**config.mk**
```make
export PLATFORM = sky130hd
export DESIGN_NAME = sprite_bram_loader
export DESIGN_NICKNAME = d
export VERILOG_FILES = /design/src/rtl/sprite_bram_loader.sv
export SDC_FILE = /design/constraint.sdc
export NUM_CORES = 1
export LEC_CHECK = 0
export ABC_AREA = 1
export CAP_MARGIN = 20
export CORE_MARGIN = 5
export CORE_UTILIZATION = 45
export CTS_BUF_LIST = sky130_fd_sc_hd__clkbuf_4 sky130_fd_sc_hd__clkbuf_8
export DETAILED_ROUTE_END_ITERATION = 8
export GPL_TIMING_DRIVEN = 0
export PLACE_DENSITY = 0.69
export SYNTH_ARGS = -nofsm -noshare
export SYNTH_HDL_FRONTEND = slang
export SYNTH_SLANG_ARGS = --single-unit
```
**constraint.sdc**
```tcl
create_clock -name pixel_clk_in -period 4.5 [get_ports pixel_clk_in]
set_input_delay 0.675 -clock pixel_clk_in [delete_from_list [all_inputs] [get_ports pixel_clk_in]]
set_output_delay 0.675 -clock pixel_clk_in [all_outputs]
set_load 0.005 [all_outputs]
```
**src/rtl/sprite_bram_loader.sv**
```systemverilog
// rtl/sprite_bram_loader.sv - byte-stream writer for the two-bank sprite image RAM
// Optional running byte checksum enabled by defining SPRITE_LOADER_CHECKSUM_EN.
module sprite_bram_loader #(
    parameter int WIDTH  = 256,
    parameter int HEIGHT = 256,
    localparam int ADDR_W = $clog2(WIDTH*HEIGHT) + 1
) (
    input  logic              pixel_clk_in,
    input  logic              rst_n_in,
    input  logic              start_in,
    input  logic              bank_in,
    input  logic [7:0]        s_data_in,
    input  logic              s_valid_in,
    input  logic              s_last_in,
    output logic              s_ready_out,
    output logic              wr_en_out,
    output logic [ADDR_W-1:0] wr_addr_out,
    output logic [7:0]        wr_data_out,
    output logic              busy_out,
    output logic              done_out,
    output logic              err_out,
    output logic              loaded_bank_out,
    output logic [15:0]       checksum_out
);

    localparam int PIX_W = ADDR_W - 1;

    typedef enum logic [1:0] {IDLE, LOAD, FLUSH, DONE} state_t;

    state_t           state;
    state_t           state_nxt;
    logic [PIX_W-1:0] x;
    logic [PIX_W-1:0] y;
    logic [PIX_W-1:0] pix;
    logic             bank;
    logic             accept;
    logic             start_ok;
    logic             last_x;
    logic             last_y;

    assign s_ready_out = (state == LOAD) || (state == FLUSH);
    assign busy_out    = (state != IDLE);
    assign done_out    = (state == DONE);
    assign accept      = s_valid_in && s_ready_out;
    assign start_ok    = (state == IDLE) && start_in;
    assign last_x      = (x == PIX_W'(WIDTH - 1));
    assign last_y      = (y == PIX_W'(HEIGHT - 1));
    assign pix         = y * PIX_W'(WIDTH) + x;

    always_comb begin
        state_nxt = state;
        case (state)
            IDLE:  if (start_in) state_nxt = LOAD;
            LOAD: begin
                if (accept) begin
                    if (last_x && last_y)
                        state_nxt = s_last_in ? DONE : FLUSH;
                    else if (s_last_in)
                        state_nxt = DONE;
                end
            end
            FLUSH: if (accept && s_last_in) state_nxt = DONE;
            DONE:  state_nxt = IDLE;
            default: state_nxt = IDLE;
        endcase
    end

    always_ff @(posedge pixel_clk_in or negedge rst_n_in) begin
        if (!rst_n_in) begin
            state           <= IDLE;
            x               <= '0;
            y               <= '0;
            bank            <= 1'b0;
            wr_en_out       <= 1'b0;
            wr_addr_out     <= '0;
            wr_data_out     <= '0;
            err_out         <= 1'b0;
            loaded_bank_out <= 1'b0;
        end else begin
            state     <= state_nxt;
            wr_en_out <= 1'b0;
            if (start_ok) begin
                bank    <= bank_in;
                x       <= '0;
                y       <= '0;
                err_out <= 1'b0;
            end
            if (state == LOAD && accept) begin
                wr_en_out   <= 1'b1;
                wr_addr_out <= {bank, pix};
                wr_data_out <= s_data_in;
                // y holds on the final pixel so the address can never run past the frame
                if (last_x) begin
                    x <= '0;
                    if (!last_y) y <= y + 1'b1;
                end else begin
                    x <= x + 1'b1;
                end
                if (last_x && last_y) begin
                    if (!s_last_in) err_out <= 1'b1;
                end else if (s_last_in) begin
                    err_out <= 1'b1;
                end
            end
            if (state == DONE && !err_out) loaded_bank_out <= bank;
        end
    end

`ifdef SPRITE_LOADER_CHECKSUM_EN
    logic [15:0] sum;

    always_ff @(posedge pixel_clk_in or negedge rst_n_in) begin
        if (!rst_n_in)
            sum <= '0;
        else if (start_ok)
            sum <= '0;
        else if (state == LOAD && accept)
            sum <= sum + {8'h00, s_data_in};
    end

    assign checksum_out = sum;
`else
    assign checksum_out = 16'h0000;
`endif

endmodule

```
==> reports/results.tsv, run 1 <==
metric	value	unit
status	finished, final reports clean	
Worst-Margin Slew	0.8192	ns
ANT nets after route	0	
Fin Setup TNS	0	ns
post-CTS setup buffers	0	
Final Util	55.17	%
setup ws final	2.092	ns
CTS tree	built	
Iter 0 DRT Violations	147	
synthesized flop and latch total	63	
Final Hold Viols	0	
num rows	34	
DPL Wire Length	6.851	mm
commonest non-fill, non-tap cell in the layout	nand2_1	
number of synthesized flops with an enable pin	0	
metal2 WL	4.404	mm
maxcap violations	0	
Place WS	2.042	ns
Synth Instances	511	
critical path class	flop to output port	
root buf cell	clkbuf_8	
non-filler instance count after layout	694	
share of post-route cells with drive strength above 1	14.33	%
DR WL/cell	13.45	um
Routability Congestion	0.9142	
I/O Pins	61	
Worst-path clk slew	0.08	ns
grt ovf	0	
fin crit share	53.51	%
M1 WL	4.401	mm
clock latency on the worst-skew pair	0.35	ns
sequential cell area fraction in the yosys report	40.38	%
r2r endpoint	x[11]	
CORE AREA	8593	sq um
min Tclk post-route	2.408	ns
Max Root-Sink Buffers	2	
mean number of vias per cell	5.009	
H-tree depth	3	
ant diodes	0	
die area	10640	sq um
Hold Buf Count CTS	0	
via count	3476	
vias in the first global route	3337	
largest net degree at the start of global routing	64	
Max Freq	0.4153	GHz
P&R area growth vs syn	21.44	%
Post-route DRC	0	
R2R Setup Slk	2.30	ns
Leak Pwr	2.428	nW
Power Total	2.011	mW
DIE WIDTH	103.1	um
initial antenna violation count	0	
startpoint type of the worst setup path	flop	
IO Port Bufs	44	
RSZ-0062 raised after global routing	no	
met3 wire len	455	um
Top Metal Used	met4	
PwrDens	424.1	nW/um^2
Post-Place Cell Area	4533	sq um
Fin Hold WS	0.4127	ns
Slew Limit Fails	0	
Layout Skew	0.01235	ns
Req. time, crit path	3.83	ns
design area	4741	sq um
Reg-to-Reg Start	state[0]	
Peak VDD IR	0.0002858	V
Filler Cell Count	841	
top_reg_cell synth	dfrtp_1	
first-pass GRT wire length	15.73	mm
gr usage total	18.97	%
Cell variety after synth	35	
placed instance count	678	
cts bufs inserted	9	
Crit path arrival time	1.73	ns
Worst setup EP type	output port	
syn_area_per_cell	7.639	sq um
initial core utilization	45.43	%
Mapped Area	3904	sq um
CP max FO	5	
Post-synth ARST share	100.0	%
CTS Sinks	63	
final WL	9.336	mm
Layout Nets	610	
most frequent cells in the layout	nand2_1 (155), dfrtp_1 (63), nand3_1 (49), clkdlybuf4s50_1 (43), inv_1 (42)	
worst min path class	primary input to asynchronous set/reset pin	
Die Y	103.1	um
final setup vio count	0	
reg2reg path depth	9	
post_cts resized	0	
drt pass-1 iters	5	
Ys Warns	0	
Max-slew headroom	45.39	%
-- metal layers --
layer	track usage, %	vias to the layer above
li1	-	1756
met1	24.77	1622
met2	31.33	91
met3	4.195	7
met4	6.076	0
met5	0	-
-- report_power, final --
part	internal [mW]	switching (mW)	leakage [nW]	total (mW)
Clock	0.272	0.249	0.0947	0.521
Combinational	0.357	0.358	1.48	0.714
Sequential	0.697	0.0781	0.854	0.775
Total	1.33	0.685	2.43	2.01
-- logic make-up (layout without fill, tap and decap cells) --
group	count (synthesis)	after routing	share of synthesized area, %
other cells	1	16	0.09606
buf+inv	85	145	9.968
compound gates	63	63	8.814
simple gates	270	270	32.60
flops	63	63	40.38
xor+xnor	14	14	3.141
fa+ha+maj	15	15	5.000
-- cell usage after synthesis (all sizes together), types with 2 or more instances --
library cell | n | area, sq um
nand3 | 50 | 255.3
nand4 | 4 | 25.02
clkbuf | 4 | 15.01
nor2 | 35 | 219.0
xor2 | 8 | 70.07
o21ai | 38 | 190.2
a31oi | 3 | 18.77
dfrtp | 63 | 1577
a21oi | 8 | 40.04
ha | 14 | 175.2
o21bai | 2 | 15.01
nand2 | 168 | 688.2
o22ai | 8 | 50.05
buf | 21 | 147.6
nor3 | 10 | 65.06
o31ai | 2 | 15.01
xnor2 | 6 | 52.55
inv | 59 | 221.5
or2 | 2 | 12.51
-- flip-flops by register name (all words and copies together), names as in the netlist, 2 cells and up --
| name | count |
|---|---|
| wr_addr_out | 17 |
| y | 16 |
| x | 16 |
| state | 2 |
| wr_data_out | 8 |
-- critical path, cell delays in order (launching register included) --
cell and delay (ns):
dfrtp_1 0.43, inv_1 0.12, ha_1 0.33, clkdlybuf4s50_1 0.51
-- area by class of cell --
type | instances | area [sq um] | area share, %
multi-input cells | 378 | 1994 | 42.07
well taps | 108 | 135.1 | 2.850
inverters | 60 | 226.5 | 4.777
clock buffers | 10 | 137.6 | 2.903
flip-flops and latches | 63 | 1577 | 33.25
clock inverters | 6 | 70.07 | 1.478
repair buffers | 44 | 437.9 | 9.237
plain buffers | 25 | 162.7 | 3.431
-- worst max path at each step --
| stage | cells past startpoint | slack (ns) | endpoint | start |
|---|---|---|---|---|
| 2_1_floorplan | 9 | 2.68 | x[4] | state[0] |
| 4_1_cts | 3 | 2.08 | s_ready_out | state[0] |
| 5_1_grt | 3 | 2.02 | s_ready_out | state[0] |
| 3_5_place_dp | 8 | 2.04 | x[2] | s_valid_in |
| 3_3_place_gp | 1 | 0.58 | x[11] | rst_n_in |
| 6_report | 3 | 2.09 | s_ready_out | state[0] |
(Power assumes the default switching activity.)
==> inputs of run 2 (changes only) <==
--- a/config.mk
+++ b/config.mk
@@ -12,7 +12,7 @@
 export CTS_BUF_LIST = sky130_fd_sc_hd__clkbuf_4 sky130_fd_sc_hd__clkbuf_8
 export DETAILED_ROUTE_END_ITERATION = 8
 export GPL_TIMING_DRIVEN = 0
-export PLACE_DENSITY = 0.69
+export PLACE_DENSITY = 0.71
 export SYNTH_ARGS = -nofsm -noshare
 export SYNTH_HDL_FRONTEND = slang
 export SYNTH_SLANG_ARGS = --single-unit
==> constraint.sdc (replaced) <==
create_clock -name pixel_clk_in -period 2.1 [get_ports pixel_clk_in]
set_input_delay 0.315 -clock pixel_clk_in [delete_from_list [all_inputs] [get_ports pixel_clk_in]]
set_output_delay 0.315 -clock pixel_clk_in [all_outputs]
set_load 0.005 [all_outputs]
==> run 2 against run 1 <==
- die area stayed put
- hold slack got worse by 0.37 ns
- sequential cell count unchanged
- non-clock buffer count is 6 higher
- global-route usage is 0.93 points lower
- routed wire length is 5.2% lower
- cell area is 1.0% higher
- register-to-register slack worse by 2.2 ns
==> reports/results.tsv, run 2 (synthesis gave the netlist of run 1 again) <==
metric	value	unit	change
Leak Pwr	2.467	nW	+1.6%
die area	10640	sq um	unchanged
fin crit share	95.91	%	
CP max FO	4		-1
initial core utilization	45.43	%	unchanged
Hold Buf Count CTS	0		unchanged
startpoint type of the worst setup path	flop		
area taken by multi-input logic gates	2002	sq um	+0.38%
gr usage total	18.04	%	-0.93 points
mean number of vias per cell	4.933		-1.5%
Reg area	1577	sq um	unchanged
critical path class	flop to output port		
share of post-route cells with drive strength above 1	15.88	%	+1.5 points
drt pass-1 iters	5		unchanged
CTS Sinks	63		unchanged
maxcap violations	0		unchanged
Filler Cell Count	820		-2.5%
Crit path arrival time	1.70	ns	-0.03 ns
most frequent cells in the layout	nand2_1 (153), dfrtp_1 (63), nand3_1 (49), clkdlybuf4s50_1 (43), inv_1 (42)		
P&R area growth vs syn	22.66	%	
num rows	34		unchanged
Post-Place Cell Area	4533	sq um	unchanged
design area	4788	sq um	+1.0%
grt ovf	0		unchanged
Biggest register	wr_addr_out		
vias in the first global route	3253		-2.5%
Max-slew headroom	47.52	%	+2.1 points
placed instance count	678		unchanged
cts bufs inserted	9		unchanged
PwrDens	906.5	nW/um^2	+110%
Layout Skew	0.01228	ns	-0.00007490 ns
Top Metal Used	met4		
H-tree depth	3		unchanged
Max Root-Sink Buffers	2		unchanged
Final Hold Viols	0		unchanged
ant diodes	0		unchanged
largest net degree at the start of global routing	64		unchanged
clock latency on the worst-skew pair	0.35	ns	about the same
Req. time, crit path	1.78	ns	-2.05 ns
first-pass GRT wire length	15.22	mm	-3.2%
final setup vio count	0		unchanged
Routability Congestion	0.8908		-2.6%
Worst-path clk slew	0.08	ns	about the same
CORE AREA	8593	sq um	unchanged
min Tclk post-route	2.014	ns	
metal2 WL	3.886	mm	-12%
DR WL/cell	12.64	um	-6.0%
Post-route DRC	0		unchanged
max FFs per register	17		unchanged
root buf cell	clkbuf_8		
initial antenna violation count	0		unchanged
I/O Pins	61		unchanged
Worst-Margin Slew	0.7871	ns	-0.03207 ns
Iter 0 DRT Violations	171		+16%
Worst setup EP type	output port		
Max Freq	0.4965	GHz	
commonest non-fill, non-tap cell in the layout	nand2_1		
Largest regs	wr_addr_out x17, x x16, y x16		
final WL	8.850	mm	-5.2%
status	finished, final reports clean		
Slew Limit Fails	0		unchanged
met3 wire len	476	um	+4.6%
worst min path class	primary input to asynchronous set/reset pin		
DIE WIDTH	103.1	um	unchanged
IO Port Bufs	44		unchanged
Layout Nets	616		+0.98%
ANT nets after route	0		unchanged
RSZ-0062 raised after global routing	no		
DPL Wire Length	6.553	mm	-4.4%
non-filler instance count after layout	700		+0.86%
Peak VDD IR	0.0006255	V	+120%
via count	3453		-0.66%
M1 WL	4.325	mm	-1.7%
CTS tree	built		
Die Y	103.1	um	unchanged
==> run 2: report_power, final <==
part	switching, mW	internal, mW	total [mW]
Combinational	0.805	0.829	1.63
Clock	0.517	0.549	1.07
Sequential	0.147	1.49	1.64
Total	1.47	2.87	4.34
==> run 2: final timing paths <==
check / endpoint / slack [ns] / depth (start not counted) / startpoint
worst max-delay path: s_ready_out / 0.09 / 3 / state[0]
worst min-delay path: wr_addr_out[4] / 0.04 / 1 / rst_n_in
worst max register to register: x[11] / 0.15 / 9 / state[0]
worst min register to register: wr_addr_out[8] / 0.47 / 2 / wr_addr_out[8]
max in group asynchronous: y[2] / 1.53 / 1 / rst_n_in
min in group pixel_clk_in: wr_addr_out[8] / 0.47 / 2 / wr_addr_out[8]
==> run 2: area by class of cell <==
cell class / instances / share of cell area, %
multi-input cells: 378 / 41.81
flip-flops and latches: 63 / 32.92
repair buffers: 50 / 10.09
inverters: 60 / 4.730
plain buffers: 25 / 3.528
well taps: 108 / 2.822
clock buffers: 9 / 2.587
clock inverters: 7 / 1.516
==> run 2: stage by stage <==
| stage | total power [mW] | setup TNS (ns) | hold WS, ns | worst slack (ns) | utilization, % |
|---|---|---|---|---|---|
| finish | 4.341 | 0 | 0.03789 | 0.08582 | 55.72 |
| global route | 4.647 | 0 | 0.1240 | 0.01821 | 55.72 |
| CTS | 4.333 | 0 | 0.08557 | 0.01360 | 55.30 |
| detailed placement | 3.234 | -0.6863 | 0.4585 | -0.08380 | 52.75 |
| global placement | 3.193 | -87.56 | 0.4518 | -1.385 | 52.78 |
| floorplan | 2.410 | 0 | 0.01941 | 0.2808 | - |
==> run 2: worst max-delay path, cell delays in order, from the launching register on <==
cell             delay (ns)
dfrtp_1                0.40
inv_1                  0.11
ha_1                   0.34
clkdlybuf4s50_1        0.51
==> run 2: metal layers <==
metal | global-route usage [%] | vias to the layer above
met3 | 3.248 | 13
met1 | 25.29 | 1576
li1 | - | 1765
met2 | 27.87 | 99
met4 | 6.673 | 0
met5 | 0 | -
==> run 2: timing repair <==
| action | CTS | global route |
|---|---|---|
| pin swaps | 1 | 0 |
| resized for setup | 0 | 7 |
| endpoints found under the setup margin | 26 | 37 |
| setup buffers | 3 | 3 |
